`src/rtl/step_range_counter.sv`:
```
// Step/range counter: counts from a loaded start toward an end by step_i, stopping or wrapping.
// Optional down counting is enabled by defining STEP_RANGE_COUNTER_DOWN_EN.
module step_range_counter #(
  parameter int Bits     = 8,
  parameter int StepBits = 4
) (
  input  logic                clk_i,
  input  logic                rst_ni,
  input  logic                load_i,
  input  logic                en_i,
  input  logic                wrap_i,
  input  logic                dir_i,
  input  logic [Bits-1:0]     start_val_i,
  input  logic [Bits-1:0]     end_val_i,
  input  logic [StepBits-1:0] step_i,
  output logic [Bits-1:0]     count_o,
  output logic                busy_o,
  output logic                done_o,
  output logic                wrap_o
);

  // state   | meaning
  // ST_IDLE | not armed since reset, count held at 0
  // ST_RUN  | armed, stepping on en_i
  // ST_DONE | stop mode reached end, waiting for load
  typedef enum logic [1:0] {ST_IDLE, ST_RUN, ST_DONE} state_e;

  if (Bits <= 0 || StepBits <= 0 || StepBits > Bits) begin : g_param_check
    $error("step_range_counter: illegal Bits/StepBits");
  end

  state_e          state_q, state_d;
  logic [Bits-1:0] count_q, count_d;
  logic [Bits-1:0] start_q, start_d;
  logic [Bits-1:0] end_q, end_d;
  logic            mode_q, mode_d;
  logic            wrap_q, wrap_d;

  logic [Bits:0]   step_ext;
  logic [Bits:0]   cand_up;
  logic            hit_up;
  logic            hit;
  logic [Bits-1:0] next_count;

  assign step_ext = {{(Bits + 1 - StepBits){1'b0}}, step_i};
  // Extra bit keeps the sum from wrapping past the top of the range.
  assign cand_up  = {1'b0, count_q} + step_ext;
  assign hit_up   = cand_up >= {1'b0, end_q};

`ifdef STEP_RANGE_COUNTER_DOWN_EN
  logic            dir_q, dir_d;
  logic [Bits:0]   floor_dn;
  logic            hit_dn;
  logic [Bits-1:0] count_dn;

  assign floor_dn   = {1'b0, end_q} + step_ext;
  assign hit_dn     = {1'b0, count_q} < floor_dn;
  assign count_dn   = count_q - step_ext[Bits-1:0];
  assign hit        = dir_q ? hit_dn : hit_up;
  assign next_count = dir_q ? count_dn : cand_up[Bits-1:0];
`else
  logic unused_dir;
  assign unused_dir = dir_i;
  assign hit        = hit_up;
  assign next_count = cand_up[Bits-1:0];
`endif

  always_comb begin
    state_d = state_q;
    count_d = count_q;
    start_d = start_q;
    end_d   = end_q;
    mode_d  = mode_q;
    wrap_d  = 1'b0;
`ifdef STEP_RANGE_COUNTER_DOWN_EN
    dir_d   = dir_q;
`endif
    if (load_i) begin
      start_d = start_val_i;
      end_d   = end_val_i;
      mode_d  = wrap_i;
      count_d = start_val_i;
`ifdef STEP_RANGE_COUNTER_DOWN_EN
      dir_d   = dir_i;
`endif
      state_d = (start_val_i == end_val_i && !wrap_i) ? ST_DONE : ST_RUN;
    end else if (state_q == ST_RUN && en_i && step_i != '0) begin
      if (count_q == end_q) begin
        if (mode_q) begin
          count_d = start_q;
          wrap_d  = 1'b1;
        end else begin
          state_d = ST_DONE;
        end
      end else if (hit) begin
        // Clamp; in wrap mode the following enabled cycle returns to start.
        count_d = end_q;
        if (!mode_q) state_d = ST_DONE;
      end else begin
        count_d = next_count;
      end
    end
  end

  always_ff @(posedge clk_i or negedge rst_ni) begin
    if (!rst_ni) begin
      state_q <= ST_IDLE;
      count_q <= '0;
      start_q <= '0;
      end_q   <= '0;
      mode_q  <= 1'b0;
      wrap_q  <= 1'b0;
`ifdef STEP_RANGE_COUNTER_DOWN_EN
      dir_q   <= 1'b0;
`endif
    end else begin
      state_q <= state_d;
      count_q <= count_d;
      start_q <= start_d;
      end_q   <= end_d;
      mode_q  <= mode_d;
      wrap_q  <= wrap_d;
`ifdef STEP_RANGE_COUNTER_DOWN_EN
      dir_q   <= dir_d;
`endif
    end
  end

  assign count_o = count_q;
  assign busy_o  = (state_q == ST_RUN);
  assign done_o  = (state_q == ST_DONE);
  assign wrap_o  = wrap_q;

`ifndef SYNTHESIS
  logic range_bad;
`ifdef STEP_RANGE_COUNTER_DOWN_EN
  assign range_bad = dir_i ? (end_val_i > start_val_i) : (end_val_i < start_val_i);
`else
  assign range_bad = end_val_i < start_val_i;
`endif
  always @(posedge clk_i) begin
    if (rst_ni && load_i && range_bad)
      $error("step_range_counter: end value on wrong side of start for direction");
  end
`endif

endmodule

```
`config.mk`:
```
export PLATFORM = sky130hd
export DESIGN_NAME = step_range_counter
export DESIGN_NICKNAME = d
export VERILOG_FILES = /design/src/rtl/step_range_counter.sv
export SDC_FILE = /design/constraint.sdc
export NUM_CORES = 1
export LEC_CHECK = 0
export BUFFER_PORTS_ARGS = -buffer_cell sky130_fd_sc_hd__buf_2
export CAP_MARGIN = 20
export CORE_UTILIZATION = 41
export DETAILED_ROUTE_END_ITERATION = 7
export SLEW_MARGIN = 20
export SYNTH_ARGS = -nofsm -noshare
export SYNTH_HDL_FRONTEND = slang
export SYNTH_SLANG_ARGS = --single-unit
export TNS_END_PERCENT = 10
```
`constraint.sdc`:
```
create_clock -name clk_i -period 3.7 [get_ports clk_i]
set_clock_uncertainty 0.1 [all_clocks]
set_input_delay 0.185 -clock clk_i [delete_from_list [all_inputs] [get_ports clk_i]]
set_output_delay 0.185 -clock clk_i [all_outputs]
set_load 0.02 [all_outputs]
```
* Word-level counts from Yosys, hierarchy flattened
Cells that the tools add are included.
** Cells by class
- Add/subtract/negate cells :: 1
- $mul :: 0
- Divide/modulo/power cells :: 0
- Order comparisons :: 1
- Equal/unequal tests :: 5
- Shift-type cells :: 0
- Muxes and demuxes :: 15
- Bitwise operators :: 0
- Reduce and logical (&&, ||, !) cells :: 9
** Operators with widths (number)
- 2-to-1 mux 8 bit :: 5
- equality test 8 bit :: 2
- 2-to-1 mux 2 bit :: 6
- adder 8 x 4 -> 9 bit :: 1
- >= comparator 9 x 8 -> 1 bit :: 1
- 2-to-1 mux 1 bit :: 4
- AND reduction 2 bit :: 2
- nonzero test 4 bit :: 1
- logical AND 1 bit :: 3
- inequality test 3 bit (second input constant) :: 1
- nonzero test 3 bit :: 1
- equality test 2 x 1 -> 1 bit (second input constant) :: 1
- equality test 2 bit (second input constant) :: 1
- nonzero test 2 bit :: 1
- logical NOT 1 bit :: 1
** Word-level totals
- Register bits after elaboration :: 28
- Bits in latches :: 0
- Bits in writable memories :: 0
- Bits in read-only memories :: 0
- Input bits :: 26
- Output and inout port bits :: 11
- Memories kept :: 0

* Depth between registers and ports, before layout
Gate-level depths: netlist (run 1).
- Word-level depth :: 6
- Mapped depth :: 13
- Depth with buffers taken out :: 13

* Least setup slack after synthesis (run 1)
OpenSTA, ideal clock, no wires.
- Path type :: register -> register
- Start :: reg count_q[0] (netlist: count_o[0])
- End :: reg count_q[0] (netlist: count_o[0])
- Library setup time :: 0.104 ns
- Arrival time :: 3.194 ns
- Required time :: 3.496 ns
- Setup slack :: 0.303 ns
- Stages on the path, launching flop included :: 13
- Path buffers :: 0
- Period minus slack after synthesis :: 3.397 ns
- Cell sequence :: dfrtp_1 -> ha_1 -> fa_1 -> a21o_1 -> a21oi_1 -> or3_1 -> xnor2_1 -> ha_1 -> a2111oi_2 -> o211ai_1 -> a21oi_4 -> mux2i_1 -> a221oi_1
** On the way
- Word-level cells in the longest chain between the ends :: 6
** RTL lines
- from (decl) :: RTL line 33 : logic [Bits-1:0] count_q, count_d;
- from (signal assigned) :: RTL line 118 : count_q <= count_d;
- adder 8 x 4 -> 9 bit :: RTL line 47 : assign cand_up = {1'b0, count_q} + step_ext;
- >= comparator 9 x 8 -> 1 bit :: RTL line 48 : assign hit_up = cand_up >= {1'b0, end_q};
- 2-to-1 mux 8 bit :: RTL line 95 : end else if (hit) begin
- 2-to-1 mux 8 bit :: RTL line 88 : if (count_q == end_q) begin
- 2-to-1 mux 8 bit :: RTL line 87 : end else if (state_q == ST_RUN && en_i && step_i != '0) begin
- 2-to-1 mux 8 bit :: RTL line 78 : if (load_i) begin
Parallel ways exist; a longest one is shown, timed or not. The select of a mux whose other input is x is not followed.
A chain may end at the register's enable or synchronous reset.

* Final worst setup path (run 1)
- Start :: reg count_q[0] (netlist: count_o[0])
- End :: reg count_q[7] (netlist: count_o[7])
The elaborated chain is that of the path after synthesis.

==> results.py, run 1 <==
metrics = {
    "logic_synthesis": {
        "synth_warnings": 0,
        "synth_fp_nets": 226,
        "synth_edf_count": 0,
        "synth_area_leaders": "dfrtp_1, ha_1, mux2_2, xnor2_1, xor2_1",
        "yosysSeqAreaShare_pct": 37.5,
        "yosysTopAreaCellShare_pct": 37.5,
        "synth.distinct_cells": 37,
        "async_reset_ff_share_pct": 100,
        "synth.most_common_cell": "dfrtp_1",
        "syn_area_per_cell_um2": 10.0,
        "synth.largest_area_cell": "dfrtp_1",
        "synth_common_cells": "dfrtp_1, inv_1, nand2_1",
        "synth_ff_type": "dfrtp_1",
        "ys_seq_elements": 28,
        "synthesis.area_um2": 1870,
        "synth_cells": 187,
    },
    "die": {
        "row_count": 24,
        "die_h_um": 69.5,
        "core_um2": 4350,
        "io_pins": 37,
        "die-width_um": 69.5,
        "initial_core_util_pct": 42.9,
        "dieArea_um2": 4830,
    },
    "clock_tree": {
        "htreeDepth": 1,
        "clk_latency_ps": 280,
        "cts_buffers": 3,
        "cts.path.max_buffers": 2,
        "cts.sinks": 28,
        "cts_root_buf": "clkbuf_8",
        "clkSlewWorstSetupHoldPaths_ps": 110,
        "cts_tree": "built",
    },
    "global_routing": {
        "grt_pass1_wl_mm": 6.95,
        "gr-usage-met3_pct": 1.89,
        "overflow": 0,
        "grt_busiest_layer": "met2",
        "grt_max_degree": 31,
        "grt_pass1_vias": 1419,
        "antenna_found_initial": 0,
        "grtUsageTotal_pct": 18.5,
        "gr-usage-met1_pct": 27.4,
        "grt_use_met2_pct": 27.9,
    },
    "power_and_ir_drop": {
        "power_density_nw_per_um2": 808,
        "leakage_nw": 1.05,
        "total_power_mw": 1.78,
        "ir_drop_mv": 0.339,
    },
    "detailed_routing": {
        "ant_nets": 0,
        "avgRoutedWirePerCell_um": 14.9,
        "viasPerCell": 5.22,
        "drt-total-wl_mm": 4.14,
        "drc_errors": 0,
        "drtPass1Iterations": 4,
        "vias": 1450,
        "drtIter0Drc": 67,
    },
    "sta": {
        "hold_viol": 0,
        "slew_headroom_pct": 57.0,
        "fin_crit_sh_pct": 92.8,
        "fin_ws_ps": 267,
        "worst_pin_slew_ps": 645,
        "slew_viol_final": 0,
        "rsz0062_at_grt": "true",
        "setup_viol": 0,
        "min_period_ps": 3430,
        "holdWs_ps": 11.0,
        "fmax_mhz": 291,
    },
    "setup_path": {
        "crit_type": "reg2reg",
        "reg2reg_depth": 13,
        "cp.arrival_ps": 3510,
        "path_max_fanout": 8,
        "worstSetupStartpointType": "flip-flop",
        "cp-end-kind": "flip-flop",
        "worstPathRequired_ps": 3780,
    },
    "status": {
        "status": "completed",
    },
    "cells_and_area": {
        "antenna_cells": 0,
        "final_util_pct": 50.7,
        "areaGrowthSynthToFinish_pct": 18.1,
        "nets": 266,
        "layout-drive-gt1-share_pct": 27.9,
        "final_cells": 278,
    },
    "hold_path": {
        "hp-class": "in2reg",
        "min_path_cells": 3,
    },
    "placed_design": {
        "dp_hpwl_mm": 3.21,
        "gp_congestion": 0.827,
        "dp_cells": 271,
        "io_buffers": 35,
        "pre_cts_ws_ps": 145,
    },
    "flow_run": {
        "cap_violations": 0,
    },
}
==> worst max-delay path, stage by stage, from the launching register on <==
cell and delay (ps):
dfrtp_1 440, ha_1 230, fa_1 400, a21o_1 190, a21oi_2 150, or3_1 130
xnor2_1 150, ha_1 300, a2111oi_2 310, o211ai_1 230, a21oi_4 200, buf_12 140
mux2i_1 70, a221oi_1 280
==> placed cells by master (no fill, tap or decap), types with 6 or more instances in the layout <==
cell and n:
buf_2 35, dfrtp_1 28, ha_1 12, inv_1 18, mux2_2 9, mux2i_1 6
nand2_1 17, nor3_1 8, o21ai_0 12, xnor2_1 11, xor2_1 10
==> cells by family after synthesis <==
logic type,count (synthesis),share of synthesized area (%)
buffers and inverters,22,4.82
DFF,28,37.5
xor gates and xnor gates,21,9.84
adders and majority gates,13,9.10
and+or+nand+nor,49,13.7
AOI/OAI and AO/OA,39,16.4
muxes,15,8.63
==> repair_timing <==
item / 4_1_cts / 5_1_grt
endpoints found under the hold margin: 28 / 0
gates resized for setup: 0 / 1
hold buffers: 1 / 0
setup endpoints to repair: 0 / 10
buffers inserted: 0 / 2
==> flip-flops by register name (all words and copies together) (netlist names) <==
signal,cells
mode_q,1
wrap_o,1
start_q,8
end_q,8
count_o,8
state_q,2
==> report_power, final <==
group          switching [mW]  total (mW)  internal [mW]
Combinational           0.572        1.08          0.506
Clock                   0.104       0.249          0.145
Sequential             0.0830       0.456          0.373
==> area by class of cell <==
cell class,count,area (um^2)
fillers,401,2150
multi-input cells,137,1080
flip-flops and latches,28,701
repair buffers,39,220
inverters,18,67.6
well taps,52,65.1
clock buffers,3,41.3
clock inverters,1,30.0
==> path summary, 6_finish.rpt <==
check                           startpoint          to  slack (ps)
worst max-delay path            count_o[0]  count_o[7]         270
worst min-delay path                wrap_i      mode_q          10
worst max register to register  count_o[0]  count_o[7]         270
worst min register to register  start_q[6]  start_q[6]         420
max in group asynchronous           rst_ni  count_o[5]        2720
min in group asynchronous           rst_ni  count_o[7]         360
==> layer usage <==
metal / wire [um] / part of all wire, % / vias up
met5: 0 / 0 / -
met4: 74 / 1.8 / 0
met3: 175 / 4.2 / 7
met2: 1810 / 44 / 36
met1: 2070 / 50 / 669
li1: - / - / 738
==> stage by stage <==
stage	setup TNS [ps]	cell area, um^2
global route	-39.3	2210
CTS	0	2180
floorplan	0	1870
global placement	0	2090
detailed placement	0	2090
finish	0	2210
Power figures use the tool's default switching activity.
==> run 2, diff against run 1 <==
--- a/config.mk
+++ b/config.mk
@@ -7,8 +7,9 @@
 export LEC_CHECK = 0
 export BUFFER_PORTS_ARGS = -buffer_cell sky130_fd_sc_hd__buf_2
 export CAP_MARGIN = 20
-export CORE_UTILIZATION = 41
+export CORE_UTILIZATION = 55
 export DETAILED_ROUTE_END_ITERATION = 7
+export PLACE_DENSITY = 0.8
 export SLEW_MARGIN = 20
 export SYNTH_ARGS = -nofsm -noshare
 export SYNTH_HDL_FRONTEND = slang
==> constraint.sdc (replaced) <==
create_clock -name clk_i -period 3.35 [get_ports clk_i]
set_clock_uncertainty 0.1 [all_clocks]
set_input_delay 0.1675 -clock clk_i [delete_from_list [all_inputs] [get_ports clk_i]]
set_output_delay 0.1675 -clock clk_i [all_outputs]
set_load 0.02 [all_outputs]
==> run 2 against run 1 <==
  * Design area rose by 12%
  * Power rose by 32%
  * First-iteration DRC count is 19% lower
  * Sequential share of layout area down 3.5 points
  * Critical path depth is 2 higher
  * Core utilization up 29 points
  * Die area shrank 25%
  * Largest cell class unchanged
  * The run now ends with setup timing left
==> results.py, run 2 (synthesis gave the netlist of run 1 again) <==
metrics = {
    "die": {
        "die-width_um": 60.3,
        "row_count": 20,
        "initial_core_util_pct": 59.8,
        "die_h_um": 60.3,
        "dieArea_um2": 3640,
        "core_um2": 3130,
        "io_pins": 37,
    },
    "power_and_ir_drop": {
        "total_power_mw": 2.36,
        "leakage_nw": 1.14,
        "ir_drop_mv": 0.505,
        "power_density_nw_per_um2": 952,
    },
    "clock_tree": {
        "cts_tree": "built",
        "cts.sinks": 28,
        "cts.path.max_buffers": 2,
        "clk_latency_ps": 340,
        "cts_buffers": 3,
        "cts_root_buf": "clkbuf_4",
        "clkSlewWorstSetupHoldPaths_ps": 150,
        "htreeDepth": 1,
    },
    "global_routing": {
        "antenna_found_initial": 0,
        "grtUsageTotal_pct": 27.1,
        "grt_pass1_wl_mm": 7.11,
        "grt_max_degree": 31,
        "grt_pass1_vias": 1577,
        "overflow": 0,
    },
    "setup_path": {
        "slowest_stage": "dfrtp_2",
        "critical-path-max-stage-delay_ps": 450,
        "worstSetupStartpointType": "flip-flop",
        "path_delay_family": "compound AO/OA/AOI/OAI gates",
        "worstPathRequired_ps": 3470,
        "path_buf_inv": 2,
        "path_cells": "ha_4 > fa_2 > a21o_1 > a21oi_2 > or3_4 > xnor2_4 > ha_4 > buf_4 > o21a_1 > o21ai_1 > nand2b_1 > a21oi_4 > buf_12 > mux2i_4 > a221oi_2",
        "cp-end-kind": "flip-flop",
        "path_max_fanout": 8,
        "cp.arrival_ps": 3500,
        "crit_type": "reg2reg",
        "crit_top_cell": "ha_4",
    },
    "sta": {
        "slew_headroom_pct": 57.6,
        "fmax_mhz": 296,
        "hold_viol": 0,
        "rsz0062_at_grt": "true",
        "slew_viol_final": 0,
        "holdWs_ps": 8.55,
        "fin_tns_setup_ps": -120,
        "worst_pin_slew_ps": 637,
        "min_period_ps": 3380,
        "setup_viol": 5,
        "fin_crit_sh_pct": 101,
        "fin_ws_ps": -30.5,
    },
    "status": {
        "status": "complete, but fails checks",
        "violations": "setup timing",
    },
    "placed_design": {
        "gp_congestion": 0.858,
        "place_area_um2": 2140,
        "io_buffers": 35,
        "dp_hpwl_mm": 3.18,
    },
    "cells_and_area": {
        "nets": 286,
        "design_area_um2": 2480,
        "antenna_cells": 0,
        "layout-drive-gt1-share_pct": 35.0,
        "final_cell_mix": "buf_2, dfrtp_1, inv_1",
        "final_common_cell": "buf_2",
        "areaGrowthSynthToFinish_pct": 32.8,
    },
    "detailed_routing": {
        "vias": 1585,
        "drt-total-wl_mm": 4.64,
        "drc_errors": 0,
        "drtIter0Drc": 54,
        "avgRoutedWirePerCell_um": 16.0,
        "ant_nets": 0,
        "drtPass1Iterations": 4,
        "viasPerCell": 5.47,
    },
    "flow_run": {
        "cap_violations": 0,
    },
    "hold_path": {
        "hp-class": "in2reg",
    },
}
[run 2: worst paths after layout]
path                               to  slack, ps  cells after the start       start
setup / recovery           count_o[0]        -30                     15  count_o[0]
hold / removal                 wrap_o          9                      3        en_i
setup reg to reg           count_o[0]        -30                     15  count_o[0]
hold reg to reg            start_q[6]        430                      1  start_q[6]
max in group asynchronous  count_o[0]       2450                      2      rst_ni
min in group asynchronous  state_q[1]        250                      2      rst_ni
[run 2: per-layer routing]
layer / vias to the layer above / track usage (%) / wire length, um / part of all wire (%)
met2: 48 / 44.0 / 2160 / 46
li1: 783 / - / - / -
met1: 743 / 35.7 / 2210 / 48
met4: 0 / 11.0 / 110 / 2.4
met3: 11 / 4.98 / 165 / 3.6
met5: - / 0 / 0 / 0
[run 2: per-stage QoR]
step	cells	setup WS, ps	utilization [%]
2_1_floorplan	187	7.87	-
3_3_place_gp	269	-14.7	68.5
3_5_place_dp	269	-61.5	68.5
4_1_cts	287	27.4	75.2
5_1_grt	290	-156	79.4
6_report	290	-30.5	79.4
[run 2: worst min-delay path: cells and delay by family]
family	cells	cell delay, ps
and+or+nand+nor	2	170
buffers and inverters	1	100
[run 2: final cells by class]
| class | instances | area [um^2] |
|---|---|---|
| well taps | 44 | 55.1 |
| flip-flops and latches | 28 | 702 |
| inverters | 18 | 67.6 |
| multi-input cells | 137 | 1210 |
| repair buffers | 59 | 398 |
| clock inverters | 1 | 30.0 |
| clock buffers | 3 | 22.5 |
| fillers | 198 | 646 |
[run 2: what timing repair did]
item / 4_1_cts / 5_1_grt
hold buffers: 11 / 1
gates resized for setup: 5 / 16
hold endpoints to repair: 38 / 1
setup buffers: 3 / 2
pin swaps: 5 / 8
endpoints found under the setup margin: 9 / 10
[run 2: report_power, final]
part	total, mW	internal, mW	switching, mW	leakage (nW)
Sequential	0.499	0.413	0.0862	0.328
Clock	0.228	0.121	0.107	0.0279
Combinational	1.63	0.803	0.832	0.784
Total	2.36	1.34	1.02	1.14
